**config.mk**
```make
export PLATFORM = sky130hd
export DESIGN_NAME = serial_divider_flat
export DESIGN_NICKNAME = d
export VERILOG_FILES = /design/src/rtl/serial_divider_pkg.sv /design/src/rtl/serial_divider_if.sv /design/src/rtl/serial_divider.sv /design/src/flat_wrapper.sv
export SDC_FILE = /design/constraint.sdc
export NUM_CORES = 1
export LEC_CHECK = 0
export ABC_AREA = 1
export BUFFER_PORTS_ARGS = -buffer_cell sky130_fd_sc_hd__buf_2
export CORE_AREA = 2 2 96 75
export CTS_BUF_LIST = sky130_fd_sc_hd__clkbuf_8
export DETAILED_ROUTE_END_ITERATION = 16
export DIE_AREA = 0 0 98 77
export GPL_TIMING_DRIVEN = 0
export HOLD_SLACK_MARGIN = 0.02
export PLACE_DENSITY = 0.88
export SLEW_MARGIN = 20
export SYNTH_ARGS = -nofsm -noshare
export SYNTH_HDL_FRONTEND = slang
export SYNTH_SLANG_ARGS = --single-unit
```
**constraint.sdc**
```tcl
create_clock -name clk_i -period 1.9 [get_ports clk_i]
set_input_delay 0.19 -clock clk_i [delete_from_list [all_inputs] [get_ports clk_i]]
set_output_delay 0.19 -clock clk_i [all_outputs]
set_load 0.01 [all_outputs]
```
**src/rtl/serial_divider_pkg.sv**
```systemverilog
// Shared types and helpers for the serial restoring divider.
package serial_divider_pkg;

  // Controller states: waiting for a command, or iterating one quotient bit per clock.
  typedef enum logic {
    IDLE = 1'b0,
    RUN  = 1'b1
  } state_t;

  // Iteration counter width; it must hold the value DIVIDEND_WIDTH itself.
  function automatic int cnt_width(input int dividend_width);
    return $clog2(dividend_width + 1);
  endfunction

endpackage

```
**src/rtl/serial_divider_if.sv**
```systemverilog
// Command/result bundle of the serial divider.
// Optional feature macro: SERIAL_DIVIDER_REMAINDER_EN adds remainder_o.
interface serial_divider_if #(
  parameter int DIVIDEND_WIDTH = 18,
  parameter int DIVISOR_WIDTH  = 11
);

  logic                      divide_cmd_i;
  logic [DIVIDEND_WIDTH-1:0] dividend_i;
  logic [DIVISOR_WIDTH-1:0]  divisor_i;
  logic [DIVIDEND_WIDTH-1:0] quotient_o;
  logic                      busy_o;
  logic                      done_o;
`ifdef SERIAL_DIVIDER_REMAINDER_EN
  logic [DIVISOR_WIDTH-1:0]  remainder_o;
`endif

`ifdef SERIAL_DIVIDER_REMAINDER_EN
  // Requester side: issues commands and operands, observes results.
  modport master (
    output divide_cmd_i, dividend_i, divisor_i,
    input  quotient_o, busy_o, done_o, remainder_o
  );

  // Divider side.
  modport slave (
    input  divide_cmd_i, dividend_i, divisor_i,
    output quotient_o, busy_o, done_o, remainder_o
  );
`else
  // Requester side: issues commands and operands, observes results.
  modport master (
    output divide_cmd_i, dividend_i, divisor_i,
    input  quotient_o, busy_o, done_o
  );

  // Divider side.
  modport slave (
    input  divide_cmd_i, dividend_i, divisor_i,
    output quotient_o, busy_o, done_o
  );
`endif

endinterface

```
**src/rtl/serial_divider.sv**
```systemverilog
// Unsigned restoring divider, one quotient bit per clock, single subtractor.
// Latency from accept to done is DIVIDEND_WIDTH+1 cycles; commands while busy
// are dropped. Optional feature macro: SERIAL_DIVIDER_REMAINDER_EN adds the
// remainder output (dividend mod divisor, 0 for a zero divisor).
module serial_divider
  import serial_divider_pkg::*;
#(
  parameter int DIVIDEND_WIDTH = 18,
  parameter int DIVISOR_WIDTH  = 11
) (
  input logic             clk_i,
  input logic             nrst_i,
  serial_divider_if.slave bus
);

  localparam int CNT_W = cnt_width(DIVIDEND_WIDTH);

  state_t                    r_state;
  state_t                    w_next_state;
  logic [CNT_W-1:0]          r_cnt;
  logic                      r_done;
  logic [DIVIDEND_WIDTH-1:0] r_quot;

  // Working registers: r_work shifts the dividend out at the top while the
  // quotient bits shift in at the bottom, so after the last iteration it
  // holds the complete quotient.
  logic [DIVIDEND_WIDTH-1:0] r_work;
  logic [DIVISOR_WIDTH-1:0]  r_divisor;
  logic [DIVISOR_WIDTH-1:0]  r_rem;

  logic                      w_accept;
  logic                      w_last;
  logic [DIVISOR_WIDTH:0]    w_trial;
  logic                      w_ge;
  logic [DIVISOR_WIDTH-1:0]  w_rem_next;
  logic [DIVIDEND_WIDTH-1:0] w_work_next;

  assign w_accept = (r_state == IDLE) && bus.divide_cmd_i;
  assign w_last   = (r_state == RUN) && (r_cnt == CNT_W'(1));

  // The stored remainder is always below the divisor, so it fits in
  // DIVISOR_WIDTH bits; the shifted trial value needs one more bit.
  assign w_trial = {r_rem, r_work[DIVIDEND_WIDTH-1]};
  assign w_ge    = (w_trial >= {1'b0, r_divisor});
  // The true difference is below the divisor, so modulo-2^DIVISOR_WIDTH
  // arithmetic yields it exactly.
  assign w_rem_next  = w_ge ? (w_trial[DIVISOR_WIDTH-1:0] - r_divisor)
                            : w_trial[DIVISOR_WIDTH-1:0];
  assign w_work_next = {r_work[DIVIDEND_WIDTH-2:0], w_ge};

  // State register.
  always_ff @(posedge clk_i or negedge nrst_i) begin
    if (!nrst_i) r_state <= IDLE;
    else         r_state <= w_next_state;
  end

  // Next-state logic: accept only when idle, leave RUN after the last bit.
  always_comb begin
    w_next_state = r_state;
    case (r_state)
      IDLE:    if (bus.divide_cmd_i) w_next_state = RUN;
      RUN:     if (w_last)           w_next_state = IDLE;
      default: w_next_state = IDLE;
    endcase
  end

  // Output logic: busy follows the state, result registers drive the rest.
  always_comb begin
    bus.busy_o     = (r_state == RUN);
    bus.done_o     = r_done;
    bus.quotient_o = r_quot;
  end

  // Control and result registers: iteration counter, done pulse, quotient.
  always_ff @(posedge clk_i or negedge nrst_i) begin
    if (!nrst_i) begin
      r_cnt  <= '0;
      r_done <= 1'b0;
      r_quot <= '0;
    end else begin
      r_done <= w_last;
      if (w_accept)              r_cnt <= CNT_W'(DIVIDEND_WIDTH);
      else if (r_state == RUN)   r_cnt <= r_cnt - CNT_W'(1);
      if (w_last)                r_quot <= w_work_next;
    end
  end

  // Datapath: load operands at accept, then one restoring step per cycle.
  always_ff @(posedge clk_i) begin
    if (w_accept) begin
      r_work    <= bus.dividend_i;
      r_divisor <= bus.divisor_i;
      r_rem     <= '0;
    end else if (r_state == RUN) begin
      r_work <= w_work_next;
      r_rem  <= w_rem_next;
    end
  end

`ifdef SERIAL_DIVIDER_REMAINDER_EN
  logic [DIVISOR_WIDTH-1:0] r_remainder;

  // Remainder result: updates with the quotient, forced to 0 for a zero divisor.
  always_ff @(posedge clk_i or negedge nrst_i) begin
    if (!nrst_i)     r_remainder <= '0;
    else if (w_last) r_remainder <= (r_divisor == '0) ? '0 : w_rem_next;
  end

  assign bus.remainder_o = r_remainder;
`endif

endmodule

```
**src/flat_wrapper.sv**
```systemverilog
// flat-port wrapper written by rule: the top's interface ports become plain ports
module serial_divider_flat import serial_divider_pkg::*;
#(
  parameter int DIVIDEND_WIDTH = 18,
  parameter int DIVISOR_WIDTH  = 11
)
  (clk_i, nrst_i, bus_divide_cmd_i, bus_dividend_i, bus_divisor_i, bus_quotient_o, bus_busy_o, bus_done_o);
  serial_divider_if #(.DIVIDEND_WIDTH(DIVIDEND_WIDTH), .DIVISOR_WIDTH(DIVISOR_WIDTH)) bus_i ();
  input logic clk_i;
  input logic nrst_i;
  input wire logic [$bits(bus_i.divide_cmd_i)-1:0] bus_divide_cmd_i;
  input wire logic [$bits(bus_i.dividend_i)-1:0] bus_dividend_i;
  input wire logic [$bits(bus_i.divisor_i)-1:0] bus_divisor_i;
  output wire logic [$bits(bus_i.quotient_o)-1:0] bus_quotient_o;
  output wire logic [$bits(bus_i.busy_o)-1:0] bus_busy_o;
  output wire logic [$bits(bus_i.done_o)-1:0] bus_done_o;
  assign bus_i.divide_cmd_i = bus_divide_cmd_i;
  assign bus_i.dividend_i = bus_dividend_i;
  assign bus_i.divisor_i = bus_divisor_i;
  assign bus_quotient_o = bus_i.quotient_o;
  assign bus_busy_o = bus_i.busy_o;
  assign bus_done_o = bus_i.done_o;
  serial_divider #(.DIVIDEND_WIDTH(DIVIDEND_WIDTH), .DIVISOR_WIDTH(DIVISOR_WIDTH)) u_core (.clk_i(clk_i), .nrst_i(nrst_i), .bus(bus_i));
endmodule
```
==> results.cfg <==
[clock_tree]
cts_sinks = 65
cts_buffer_depth = 2
cts_buffers = 9
ctsRootBufferMaster = clkbuf_8
insertion_delay_ps = 360
cts_tree = yes
cts.htree.levels = 3
path_clk_slew_ps = 80

[route]
wl_met3_um = 641
wl_met1_mm = 3.41
routed_via_density = 5.20
drt_iter0_markers = 320
wl_per_cell_um = 14.8
ant_nets = 0
vias = 2938
dr.pass1.iters = 5
route.met2.wl_mm = 4.11
top_layer_used = met4
wl_mm = 8.38
route.detailed.drc = 0

[placement]
dpl.hpwl_mm = 5.15
port_buffers = 51
dp_slack_ps = -183
globalplace.congestion = 0.860
dp_cells = 531

[setup_path]
crit_path_max_incr_delay_ps = 410
crit_required_ps = 2160
cpLargestDelayFamily = adder cells
path_cells = ha_4 > fa_2 > inv_2 > nand3_2 > nand3_4 > nand2_8 > nand4_4 > clkbuf_16 > nand3_2 > nand3_1 > nand2_1
cp.arrival_ps = 2230
critPathKind = flip-flop to flip-flop
reg2regPathDepth = 11
critPathLaunchType = flip-flop
critPathMaxFanout = 5
path_common_cell = nand3_2
critPathSlowestCell = edfxtp_1
endpoint_kind = flip-flop
reg2reg_from = u_core.r_divisor[0]
reg2reg_slack_ps = -80
cp_num_buf_inv = 2
r2r_end = u_core.r_rem[9]

[sta]
fmax_ghz = 0.506
fin_crit_ps = 1980
tightest_slew_ps = 783
rsz0062_at_grt = true
slew_viol_final = 0
slew_headroom_pct = 47.8
fin_setup_tns_ps = -543
setup_ws_ps = -75.7
hold_viol_final = 0
setup_violations = 11
skew_ps = 7.23
period_share_pct = 104

[hold_path]
hold-path-endpoint = u_core.r_divisor[10]
hp-start = bus_divisor_i[10]
worstHoldPathType = input pin to flip-flop
hold_depth = 1

[floorplan]
rows = 26
die_w_um = 98
core_area_um2 = 6600
start_util_pct = 51.1
dieArea_um2 = 7550
die_y_um = 77
ios = 52

[cells_and_area]
finalNetCount = 522
drive_gt1_share_pct = 26.2
area_growth_pct = 25.9
antenna_cells = 0
stdcell_count = 565
final_core_util_pct = 64.3

[global_routing]
grt_pass1_wl_mm = 12.7
grt_antenna_before_repair = 0
overflow = 0
grt_usage_pct = 21.3
grt_pass1_vias = 2736
grt_max_degree = 26

[synthesis]
synth_nets = 442
synthesis.area_um2 = 3370
ys_ff_latch = 65
synthCells = 396
ys_types = 31
ys_warn_count = 0
synth_seq_area_share_pct = 50.9
synth_top_cell_area_share_pct = 25.8
synth_area_leaders = edfxtp_1 26%, dfrtp_1 19%, nand2_1 12%, inv_1 7.7%, dfxtp_1 6.5%
synth_area_leader_cell = edfxtp_1
syn_area_per_cell_um2 = 8.52

[power_and_ir_drop]
leakagePower_nw = 2.14
p_per_area_nw_per_um2 = 1820
peakVddDrop_mv = 0.775

[status]
violations = negative setup slack
status = finished with violations

[run]
max_cap_violations = 0
[sequential cells by signal, indices dropped and copies added, names as in the netlist]
| signal | count |
|---|---|
| u_core.r_divisor | 11 |
| u_core.bus.done_o | 1 |
| u_core.bus.quotient_o | 18 |
| u_core.r_rem | 11 |
| u_core.bus.busy_o | 1 |
| u_core.r_work | 18 |
| u_core.r_cnt | 5 |
[logic make-up (layout without fill, tap and decap cells)]
logic type	Yosys count	after routing	synth area share (%)
compound gates	46	46	7.08
xor+xnor	3	3	0.779
fa+ha+maj	14	14	5.42
buf+inv	85	170	10.2
flops	65	65	50.9
simple gates	183	183	25.6
[per-layer routing]
layer	global-route usage [%]	vias up
li1	-	1420
met1	26.9	1356
met2	34.0	139
met3	5.93	23
met4	10.1	0
met5	0	-
[where the power goes]
part / total, mW / internal, mW / switching [mW]
clock: 1.36 / 0.779 / 0.584
combinational: 3.87 / 1.50 / 2.36
sequential: 2.49 / 2.18 / 0.302
[worst max-delay path by stage]
stage	from	endpoint	slack, ps	cells past startpoint
2_1_floorplan	u_core.r_divisor[0]	u_core.r_rem[6]	80	11
3_3_place_gp	u_core.r_divisor[0]	u_core.r_rem[9]	-100	11
3_5_place_dp	u_core.r_divisor[0]	u_core.r_rem[5]	-180	11
4_1_cts	u_core.r_work[17]	u_core.r_work[0]	4	10
5_1_grt	u_core.r_divisor[0]	u_core.r_rem[6]	-120	11
6_report	u_core.r_divisor[0]	u_core.r_rem[9]	-80	11
[area by class of cell]
class	instances	area, µm²
Fill cell	495	2360
Sequential cell	65	1720
Multi-Input combinational cell	246	1400
Timing Repair Buffer	69	448
Inverter	73	282
Clock buffer	10	138
Tap cell	84	105
Clock inverter	6	90.1
Buffer	12	73.8
[cells in the final DEF (no fill, tap or decap), types with 2 or more instances in the layout]
| cell type | instances |
|---|---|
| nand3_2 | 9 |
| nand3_1 | 21 |
| a21oi_1 | 3 |
| nand4_1 | 9 |
| nor2_1 | 13 |
| nand2_1 | 107 |
| inv_2 | 5 |
| bufinv_16 | 2 |
| buf_2 | 57 |
| ha_1 | 10 |
| dlygate4sd3_1 | 11 |
| edfxtp_1 | 29 |
| dfxtp_1 | 11 |
| o21ai_0 | 38 |
| ha_2 | 2 |
| xor2_1 | 3 |
| dfrtp_1 | 25 |
| clkbuf_8 | 10 |
| nor2_2 | 3 |
| inv_1 | 67 |
| o21ai_2 | 2 |
| nand3_4 | 3 |
| buf_12 | 2 |
| clkbuf_1 | 3 |
| buf_4 | 5 |
| nand2_2 | 12 |
[repair_timing]
item | CTS | global route
hold endpoints to repair | 35 | 0
resized for setup | 7 | 18
cloned | 1 | 0
hold buffers | 11 | 0
buffers inserted | 2 | 4
setup endpoints to repair | 13 | 21
pin swaps | 1 | 6
[through the flow]
| stage | cell area (µm²) | hold WS (ps) | total power, mW |
|---|---|---|---|
| CTS | 4140 | 22.6 | 7.33 |
| global route | 4250 | 26.5 | 8.26 |
| detailed placement | 3730 | 222 | 5.76 |
| finish | 4250 | 22.8 | 7.71 |
| floorplan | 3370 | -106 | 4.90 |
| global placement | 3730 | 208 | 5.58 |
[synthesized netlist by cell type]
cell type,instances
nand2_1,108
inv_1,69
o21ai_0,38
edfxtp_1,29
nand3_1,26
dfrtp_1,25
ha_1,13
nor2_1,13
nand2_2,12
dfxtp_1,11
nand4_1,9
buf_2,7
nand3_2,6
inv_2,4
a21oi_1,3
clkbuf_1,3
nor2_2,3
xor2_1,3
o21ai_1,2
a21oi_2,1
a22oi_1,1
and2_1,1
and3_1,1
buf_12,1
clkbuf_2,1
fa_1,1
nand3_4,1
nand4_4,1
nor2_4,1
o21bai_1,1
or2_0,1
Note: power is estimated with default switching activity, not from simulation.
